`src/rtl/ula_seq.sv`:
```
// ---------------------------------------------------------------------------
// ula_seq -- small sequential ALU with an optional shift-add multiplier.
//
// A request is accepted when start is high while the FSM is idle.  Operands
// and opcode are captured on that edge.  Single-cycle operations present
// their result one cycle later.  The multiply (opcode 111) takes WIDTH
// shift-add iterations and presents its result WIDTH+1 cycles after
// acceptance.
//
// Optional feature macro: ULA_MUL_EN
//   defined   -> opcode 111 is an unsigned full-width multiply
//   undefined -> opcode 111 behaves as add; no multiplier hardware
//
// Ports
//   clk      in   sole clock, rising edge
//   rst      in   asynchronous active-high reset
//   start    in   request, sampled only while idle
//   A, B     in   WIDTH-bit unsigned operands
//   seletor  in   3-bit opcode
//   busy     out  high from the cycle after acceptance through done
//   done     out  one-cycle pulse, S/cout valid in that cycle
//   S        out  2*WIDTH-bit result (upper half zero except multiply)
//   cout     out  carry / borrow / shifted-out bit, 0 for logic ops
// ---------------------------------------------------------------------------
module ula_seq #(
    parameter int WIDTH = 4
) (
    input  logic               clk,
    input  logic               rst,
    input  logic               start,
    input  logic [WIDTH-1:0]   A,
    input  logic [WIDTH-1:0]   B,
    input  logic [2:0]         seletor,
    output logic               busy,
    output logic               done,
    output logic [2*WIDTH-1:0] S,
    output logic               cout
);

`ifdef ULA_MUL_EN
    typedef enum logic [1:0] {IDLE = 2'd0, EXEC = 2'd1, MUL = 2'd2} state_t;
    localparam int CW = $clog2(WIDTH + 1);
`else
    typedef enum logic [1:0] {IDLE = 2'd0, EXEC = 2'd1} state_t;
`endif

    state_t state_reg;
    state_t state_next;

    logic             accept;
    logic             is_mul;
    // Single-cycle result; the top bit is the carry-like output.
    logic [WIDTH:0]   res_next;

`ifdef ULA_MUL_EN
    logic [2*WIDTH-1:0] mcand_reg;
    logic [WIDTH-1:0]   mplier_reg;
    logic [2*WIDTH-1:0] acc_reg;
    logic [2*WIDTH-1:0] acc_add;
    logic [CW-1:0]      cnt_reg;

    assign is_mul  = (seletor == 3'b111);
    assign acc_add = acc_reg + (mplier_reg[0] ? mcand_reg : '0);
`else
    assign is_mul  = 1'b0;
`endif

    assign accept = (state_reg == IDLE) && start;

    always_comb begin
        res_next = '0;
        case (seletor)
            3'b001:  res_next = {1'b0, A} - {1'b0, B};   // top bit = borrow
            3'b010:  res_next = {B[0], 1'b0, B[WIDTH-1:1]};
            3'b011:  res_next = {B[WIDTH-1], B[WIDTH-2:0], 1'b0};
            3'b100:  res_next = {1'b0, A & B};
            3'b101:  res_next = {1'b0, A | B};
            3'b110:  res_next = {1'b0, A ^ B};
            default: res_next = {1'b0, A} + {1'b0, B};   // 000, and 111 when no multiplier
        endcase
    end

    // State register
    always_ff @(posedge clk or posedge rst) begin
        if (rst) begin
            state_reg <= IDLE;
        end else begin
            state_reg <= state_next;
        end
    end

    // Next state and status outputs
    always_comb begin
        state_next = state_reg;
        busy       = (state_reg != IDLE);
        done       = 1'b0;
        case (state_reg)
            IDLE: begin
                if (start) begin
                    state_next = is_mul ? state_t'(2'd2) : EXEC;
                end
            end
            EXEC: begin
                done       = 1'b1;
                state_next = IDLE;
            end
`ifdef ULA_MUL_EN
            MUL: begin
                // After the last iteration the product is already on S.
                if (cnt_reg == CW'(WIDTH)) begin
                    done       = 1'b1;
                    state_next = IDLE;
                end
            end
`endif
            default: state_next = IDLE;
        endcase
    end

    // Datapath: S/cout are written only when a final result is known, so
    // they hold between operations and never show partial products.
    always_ff @(posedge clk or posedge rst) begin
        if (rst) begin
            S    <= '0;
            cout <= 1'b0;
`ifdef ULA_MUL_EN
            mcand_reg  <= '0;
            mplier_reg <= '0;
            acc_reg    <= '0;
            cnt_reg    <= '0;
`endif
        end else if (accept && !is_mul) begin
            S    <= {{WIDTH{1'b0}}, res_next[WIDTH-1:0]};
            cout <= res_next[WIDTH];
        end
`ifdef ULA_MUL_EN
        else if (accept) begin
            mcand_reg  <= {{WIDTH{1'b0}}, A};
            mplier_reg <= B;
            acc_reg    <= '0;
            cnt_reg    <= '0;
        end else if (state_reg == MUL && cnt_reg != CW'(WIDTH)) begin
            acc_reg    <= acc_add;
            mcand_reg  <= mcand_reg << 1;
            mplier_reg <= mplier_reg >> 1;
            cnt_reg    <= cnt_reg + 1'b1;
            if (cnt_reg == CW'(WIDTH - 1)) begin
                S    <= acc_add;
                cout <= 1'b0;
            end
        end
`endif
    end

    // Illegal-state guard for the 2-state build uses the raw code 2'd2 above;
    // in that build it is unreachable because is_mul is constant 0.

endmodule

```
`config.mk`:
```
export PLATFORM = sky130hd
export DESIGN_NAME = ula_seq
export DESIGN_NICKNAME = d
export VERILOG_FILES = /design/src/rtl/ula_seq.sv
export SDC_FILE = /design/constraint.sdc
export NUM_CORES = 1
export LEC_CHECK = 0
export ABC_CLOCK_PERIOD_IN_PS = 1550
export CORE_MARGIN = 3
export CORE_UTILIZATION = 34
export CTS_BUF_LIST = sky130_fd_sc_hd__clkbuf_4
export CTS_CLUSTER_DIAMETER = 30
export DETAILED_ROUTE_END_ITERATION = 12
export GPL_ROUTABILITY_DRIVEN = 1
export SETUP_SLACK_MARGIN = 0.3
export SYNTH_ARGS = -nofsm -noshare
export SYNTH_HDL_FRONTEND = slang
export SYNTH_SLANG_ARGS = --single-unit
```
`constraint.sdc`:
```
create_clock -name clk -period 1.55 [get_ports clk]
set_clock_uncertainty 0.2 [all_clocks]
set_input_delay 0.155 -clock clk [delete_from_list [all_inputs] [get_ports clk]]
set_output_delay 0.155 -clock clk [all_outputs]
set_load 0.02 [all_outputs]
```
* Word-level counts from Yosys, hierarchy flattened
Cells that the tools add are included.
** Word-level totals
- Register bits after elaboration :: 7
- Input port bits :: 14
- Output and inout bits :: 11
- Logic and storage cells :: 23
** Operators by class
- Add/subtract/negate cells :: 2
- Eq/ne operators :: 8
- Muxes and demuxes :: 4
- Bitwise operators :: 3
- Reduce and logical (&&, ||, !) cells :: 3
** Operator list (number)
- $pmux 5 s6 :: 1
- $eq 3x3->1 const B :: 3
- $eq 3x2->1 const B :: 2
- $add 4x4->5 :: 1
- $sub 4x4->5 :: 1
- $and 4x4->4 :: 1
- $mux 2 :: 2
- $or 4x4->4 :: 1
- $xor 4x4->4 :: 1
- $eq 3x1->1 const B :: 1
- $eq 2x1->1 const B :: 1
- $logic_not 2->1 :: 1
- $ne 2x2->1 const B :: 1
- $reduce_bool 2->1 :: 1
- $logic_and 1x1->1 :: 1
- $mux 1 :: 1

* Depth between registers and ports, before layout
- Word-level depth :: 2
- Gate-level depth with buffers :: 10
- Mapped depth without buffers :: 10

* Worst setup path before layout
OpenSTA, ideal clock, no wires.
- Kind :: in2reg
- Start point :: in seletor[1]
- End point :: reg cout
- Library setup time :: 0.128 ns
- Arrival :: 1.902 ns
- Data required time :: 1.222 ns
- Path slack :: -0.681 ns
- Cell stages on the path :: 10
- Path buffers :: 1
- Cells stage by stage :: buf_2 -> nor2_1 -> nand2_1 -> mux2i_1 -> fa_1 -> a21o_1 -> a21oi_4 -> xor2_1 -> a31oi_1 -> a2bb2oi_1
** Between the ends
- Longest elaborated chain between the ends :: 2
- Elaborated cells between the ends (all ways) :: 7
- Those cells by class :: 6 x eq/ne; 1 x mux
** Ends and longest elaborated chain
- start: declaration :: RTL line 33 : input logic [2:0] seletor,
- $eq 3x3->1, or another cell as far along :: RTL line 72 : case (seletor)
- $pmux 5 s6 * :: RTL line 72
- end signal: assignment :: RTL line 134 : cout <= res_next[WIDTH];
- end: declaration :: RTL line 37 : output logic cout
Mark *: on every way between the ends. The rest lies on a longest branch, timed or not.
A chain may end at the register's enable or synchronous reset.

* Final worst setup path
- Start point :: in seletor[2]
- End point :: reg cout
Same word-level chain as after synthesis.

==> impl_metrics.toml <==
[synthesis]
synth-main-ff-cell = "dfrtp_1"
synth_area_per_cell_sq_um = 7.93
yosysSeqAreaShare_pct = 16.0
syn_area_sq_um = 936
async_reset_ff_share_pct = 100
synth_edf_count = 0
ys_ff_latch = 6
ys_warn_count = 0
synthCells = 118
synth.distinct_cells = 35

[final_layout]
largest_reg_flops = 4
layout_common_cells = "buf_4, nand2_1, inv_1, ha_1, buf_6"
antennaDiodeCount = 0
drive_above_1_share_pct = 42.3
final_cells = 193
layout_commonest_cell = "buf_4"
final_util_pct = 57.1
area_delta_synth_final_pct = 55.3
layout.nets = 193

[pwr]
ir_worst_vdd_mv = 0.385
combinationalPowerShare_pct = 60.2
p_leak_nw = 0.703
pwr-share-seq_pct = 22.9
netSwitchingPower_mw = 0.328
pwr_density_cell_nw_per_um2 = 591
intPower_mw = 0.531
switching_share_pct = 38.2
clkPwrFrac_pct = 16.9

[detailed_routing]
ant_nets = 0
viasPerCell = 5.04
drtIter0Drc = 26
wl_um = 2440
dr.pass1.iters = 4
drc = 0
vias = 973
wl_per_cell_um = 12.6

[place]
dp_slack_ns = -1.14
dp.cells = 181
numPortBuffers = 20
dpl.hpwl_um = 1840
gp_congestion = 0.818

[die]
die_h_um = 58.5
core.rowCount = 18
dieArea_sq_um = 3420
die_w_um = 58.5
pin_count = 25
fp.coreArea_sq_um = 2540
start_util_pct = 36.8

[timing]
fin_crit_sh_pct = 123
setup_slack_ns = -0.355
holdWs_ns = 0.107
finalCriticalPeriod_ns = 1.91
finalSetupViolCount = 4
setup-tns-final_ns = -1.09
slew_viol_final = 0
hold_viol_final = 0
timing.fmax_mhz = 525
rsz0062_at_grt = "true"

[clock_network]
cts_buffers = 3
cts.sinks = 6
cts_tree = "done"
clk_path_buf_depth = 2
worstSkewPairLatency_ns = 0.24
htree_levels = 1
cts_root_buffer = "clkbuf_4"
clkTransAtPathRegs_ns = 0.05

[status]
status = "finished with violations"
failed_checks = "setup timing"

[global_routing]
grt_start_max_net_pins = 22
grt_pass1_wl_um = 3930
grtUsageTotal_pct = 14.8
grt_pass1_vias = 909
antenna_found_initial = 0
gr-total-overflow = 0

[worst_setup_path]
r2r_slack_ns = 0.28
cp-start-kind = "input pin"
r2r-start = "state_reg[0]$_DFFE_PP0P_"
arrival_ns = 1.87
crit_required_ns = 1.52
rr_endpoint = "cout$_DFFE_PP0P_"
worstSetupEndpoint = "cout$_DFFE_PP0P_"
endpoint_kind = "flop"
reg2reg_depth = 4
critical_path_class = "input pin to flop"
crit_start = "seletor[2]"
path_max_fanout = 3

[min_path]
min_path_cells = 5
min_path_type = "input pin to flop"

[job]
max-cap-violations = 0
[layout make-up]
class                           instances  area (sq um)
Clock buffer                            3          22.5
Fill cell                             245          1090
Inverter                               13          53.8
Multi-Input combinational cell         91           761
Sequential cell                         6           150
Tap cell                               30          37.5
Timing Repair Buffer                   50           429
[Yosys cell counts (2+ instances only)]
| library cell | instances | area [sq um] |
|---|---|---|
| a21oi_1 | 4 | 20.0 |
| buf_4 | 6 | 45.0 |
| buf_6 | 2 | 22.5 |
| buf_2 | 3 | 15.0 |
| ha_1 | 13 | 163 |
| xor2_1 | 3 | 26.3 |
| xnor2_1 | 2 | 17.5 |
| inv_1 | 13 | 48.8 |
| o22ai_1 | 2 | 12.5 |
| o21ai_0 | 7 | 35.0 |
| nor2_1 | 6 | 22.5 |
| nand3b_1 | 2 | 15.0 |
| a211oi_1 | 2 | 15.0 |
| nand2b_1 | 3 | 18.8 |
| mux2i_1 | 5 | 50.1 |
| a31oi_1 | 4 | 25.0 |
| o31ai_1 | 2 | 15.0 |
| nand2_1 | 17 | 63.8 |
| dfrtp_1 | 6 | 150 |
[worst max-delay path, cell delays in order]
cell       delay, ns
buf_8           0.10
nor2_4          0.14
nand2_2         0.09
mux2i_2         0.18
fa_2            0.34
a21o_1          0.21
a21oi_4         0.16
mux2i_1         0.27
o31ai_2         0.09
a2bb2oi_1       0.13
[cell families after synthesis]
family                   after synthesis  share of synthesized area [%]
other                                  1                          0.401
AND/OR/NAND/NOR                       33                           17.2
buffers and inverters                 24                           14.0
multiplexers                           5                           5.35
AO/OA/AOI/OAI                         30                           22.7
XOR/XNOR                               5                           4.68
adder cells (fa/ha/maj)               14                           19.5
flip-flops                             6                           16.0
[how the worst min path moves through the flow]
stage,start,endpoint,slack (ns)
2_1_floorplan,rst,S[0]$_DFFE_PP0P_,-0.25
3_3_place_gp,rst,S[0]$_DFFE_PP0P_,0.18
3_5_place_dp,rst,S[0]$_DFFE_PP0P_,0.20
4_1_cts,seletor[2],S[2]$_DFFE_PP0P_,0.11
5_1_grt,seletor[2],S[2]$_DFFE_PP0P_,0.13
6_report,seletor[2],S[2]$_DFFE_PP0P_,0.11
[stage by stage]
step / cell area, sq um / power, mW
floorplan: 982 / 0.484
global placement: 1280 / 0.656
detailed placement: 1280 / 0.666
CTS: 1450 / 0.865
global route: 1450 / 0.927
finish: 1450 / 0.860
[routing by layer]
| metal | vias to the layer above | GRT usage (%) | share of wire, % |
|---|---|---|---|
| li1 | 489 | - | - |
| met1 | 438 | 17.3 | 41 |
| met2 | 36 | 26.6 | 49 |
| met3 | 10 | 2.19 | 7.2 |
| met4 | 0 | 6.29 | 3.4 |
| met5 | - | 0 | 0 |
[timing repair]
item,CTS,global route
hold endpoints to repair,6,0
setup endpoints to repair,12,10
pin swaps,21,13
hold buffers,1,0
gates cloned,0,0
setup buffers,8,0
resized for setup,74,14
[power groups by stage]
stage / Combinational [mW] / Clock [mW] / Sequential (mW)
finish: 0.518 / 0.145 / 0.197
floorplan: 0.251 / 0 / 0.233
global placement: 0.456 / 0 / 0.200
CTS: 0.516 / 0.150 / 0.199
global route: 0.565 / 0.162 / 0.201
detailed placement: 0.465 / 0 / 0.201
Note: power is estimated with default switching activity, not from simulation.
==> edit: new RTL, config.mk and constraints unchanged <==
Change the parameter `WIDTH` from 4 to 6.
--- a/src/rtl/ula_seq.sv
+++ b/src/rtl/ula_seq.sv
@@ -23,7 +23,7 @@
 //   cout     out  carry / borrow / shifted-out bit, 0 for logic ops
 // ---------------------------------------------------------------------------
 module ula_seq #(
-    parameter int WIDTH = 4
+    parameter int WIDTH = 6
 ) (
     input  logic               clk,
     input  logic               rst,
Interface: changed (resized A, B and S); port bits go from 25 to 33. No check against the original RTL was run, so the function may have changed too.
==> edit against the unedited design <==
  * The flow still finishes with violations (negative setup slack)
  * Synthesized area is 32% higher
  * Die area is 28% higher
  * First-iteration DRC count is 140% higher
  * Critical endpoint is now S[4]
  * Cell area is 36% higher
  * Sequential cell count is 2 higher
  * Total power is 34% higher
  * Setup slack worse by 0.11 ns
  * Sequential share of layout area is 0.22 points lower
  * Wire length is 48% higher
  * Critical path type unchanged
==> edit: results (changes against the unedited design) <==
worst_hold_path:
  min_to: "S[0]"  # was S[2]
  min-delay-start: "seletor[1]"  # was seletor[2]
  hold_depth: 4  # was 5
worst_setup_path:
  max_stage_delay_ns: 0.36  # was 0.34 ns
  r2r_slack_ns: 0.23  # was 0.28 ns
  r2r_end: "S[3]"  # was cout
  cp_max_fo: 4  # was 3
  cp_data_arrival_time_ns: 1.99  # was 1.87 ns
  crit_family: "compound AO/OA/AOI/OAI gates"  # unchanged
sta:
  setup_viol: 6  # was 4
  fin_setup_tns_ns: -2.24  # was -1.09 ns
  timing.final.ws_setup_ns: -0.461  # was -0.355 ns
place:
  place.gp.congestion: 0.921  # was 0.818
  hpwlAfterDp_um: 2720  # was 1840 µm
  numPortBuffers: 26  # was 20
cts:
  worstSkewPairLatency_ns: 0.24  # about the same
  cts_max_path_buffers: 2  # unchanged
  cts.htree.levels: 1  # unchanged
yosys:
  synth_common_cells: "ha_1, inv_1, nand2_1"  # was nand2_1, ha_1, inv_1
  synthTopCellsByArea: "ha_1, dfrtp_1, inv_1, buf_4, o21ai_0"  # was ha_1, dfrtp_1, nand2_1, mux2i_1, inv_1
  synth-seq-area-share_pct: 16.3  # was 16.0%
  yosysUniqueCellTypes: 41  # was 35
power_and_ir_drop:
  ir_worst_vdd_v: 0.000194  # was 0.000385 V
  p_leak_uw: 0.000920  # was 0.000703 µW
  intPower_uw: 700  # was 531 µW
drt:
  vias: 1357  # was 973
  avgRoutedWirePerCell_um: 13.5  # was 12.6 µm
  dr.first_iter.drc_count: 63  # was 26
global_routing:
  grt_pass1_wl_um: 5940  # was 3930 µm
  grt_pass1_vias: 1343  # was 909
  grt_max_degree: 18  # was 22
  grt_usage_pct: 17.4  # was 14.8%
run_status:
  status: "finished with violations"  # unchanged
  failed_checks: "negative setup slack"  # unchanged
cells_and_area:
  drive_gt1_share_pct: 43.4  # was 42.3%
  nets: 261  # was 193
  nFillCells: 317  # was 245
  largest_reg_flops: 6  # was 4
==> edit: cell count changes after synthesis, sizes merged, moves of 3 or more <==
cell,delta
ha,+6
nand2,-3
inv,+5
nor2,+7
o211ai,+3
nor3b,+3
o21ai,+5
==> edit: cells by family after synthesis <==
logic type	count (synthesis)	synth area share (%)
AO/OA/AOI/OAI	44	24.4
AND/OR/NAND/NOR	44	18.0
buffers and inverters	31	13.3
adder cells (fa/ha/maj)	20	20.9
flip-flops	8	16.3
XOR/XNOR	5	3.56
multiplexers	4	3.25
other	1	0.305
==> edit: how the worst max path moves through the flow <==
stage,from,endpoint,depth (start not counted)
after floorplan,seletor[2],cout,9
after global placement,B[0],cout,10
after detailed placement,B[0],cout,10
after CTS,seletor[1],cout,11
after global routing,seletor[0],cout,10
final,seletor[0],S[4],11
==> edit: per-stage QoR <==
step	hold slack, ns	worst slack (ns)	total power [µW]	instance area, µm²	std cells
floorplan	-0.229	-0.642	630	1280	162
global placement	0.213	-1.08	870	1720	251
detailed placement	0.227	-1.14	885	1720	251
CTS	0.235	-0.445	1120	1940	262
global route	0.287	-0.555	1260	1980	267
finish	0.241	-0.461	1160	1980	267
==> edit: power groups by stage <==
stage	clock, µW	sequential [µW]	combinational, µW
after floorplan	0	315	315
after global placement	0	268	602
after detailed placement	0	270	615
after CTS	157	266	695
after global routing	176	268	812
final	151	264	741
==> edit: routing by layer <==
layer  up-vias  GRT usage, %  wire (µm)  part of all wire, %
met2        44          31.8       1860                   52
li1        669             -          -                    -
met3         6          1.87        174                  4.8
met4         0          4.31         48                  1.3
met5         -             0          0                    0
met1       638          21.3       1520                   42
==> edit: worst register-to-register path: stages, from the launching register on <==
cell and delay, ns:
dfrtp_1 0.38, nand2b_4 0.19, inv_1 0.17, o311ai_2 0.14, o21a_1 0.14
==> edit: final cells by class <==
type / instances / area [µm²] / area share (%)
multi-input cells: 123 / 1060 / 53.7
repair buffers: 69 / 566 / 28.6
flip-flops and latches: 8 / 200 / 10.1
inverters: 18 / 71.3 / 3.60
well taps: 46 / 57.6 / 2.91
clock buffers: 3 / 22.5 / 1.14
==> edit: timing repair <==
action                     in CTS  in global routing
setup endpoints to repair      16                 14
pin swaps                      22                 11
buffers inserted                7                  5
gates resized for setup        95                 18
hold buffers                    1                  0
hold endpoints to repair        8                  0
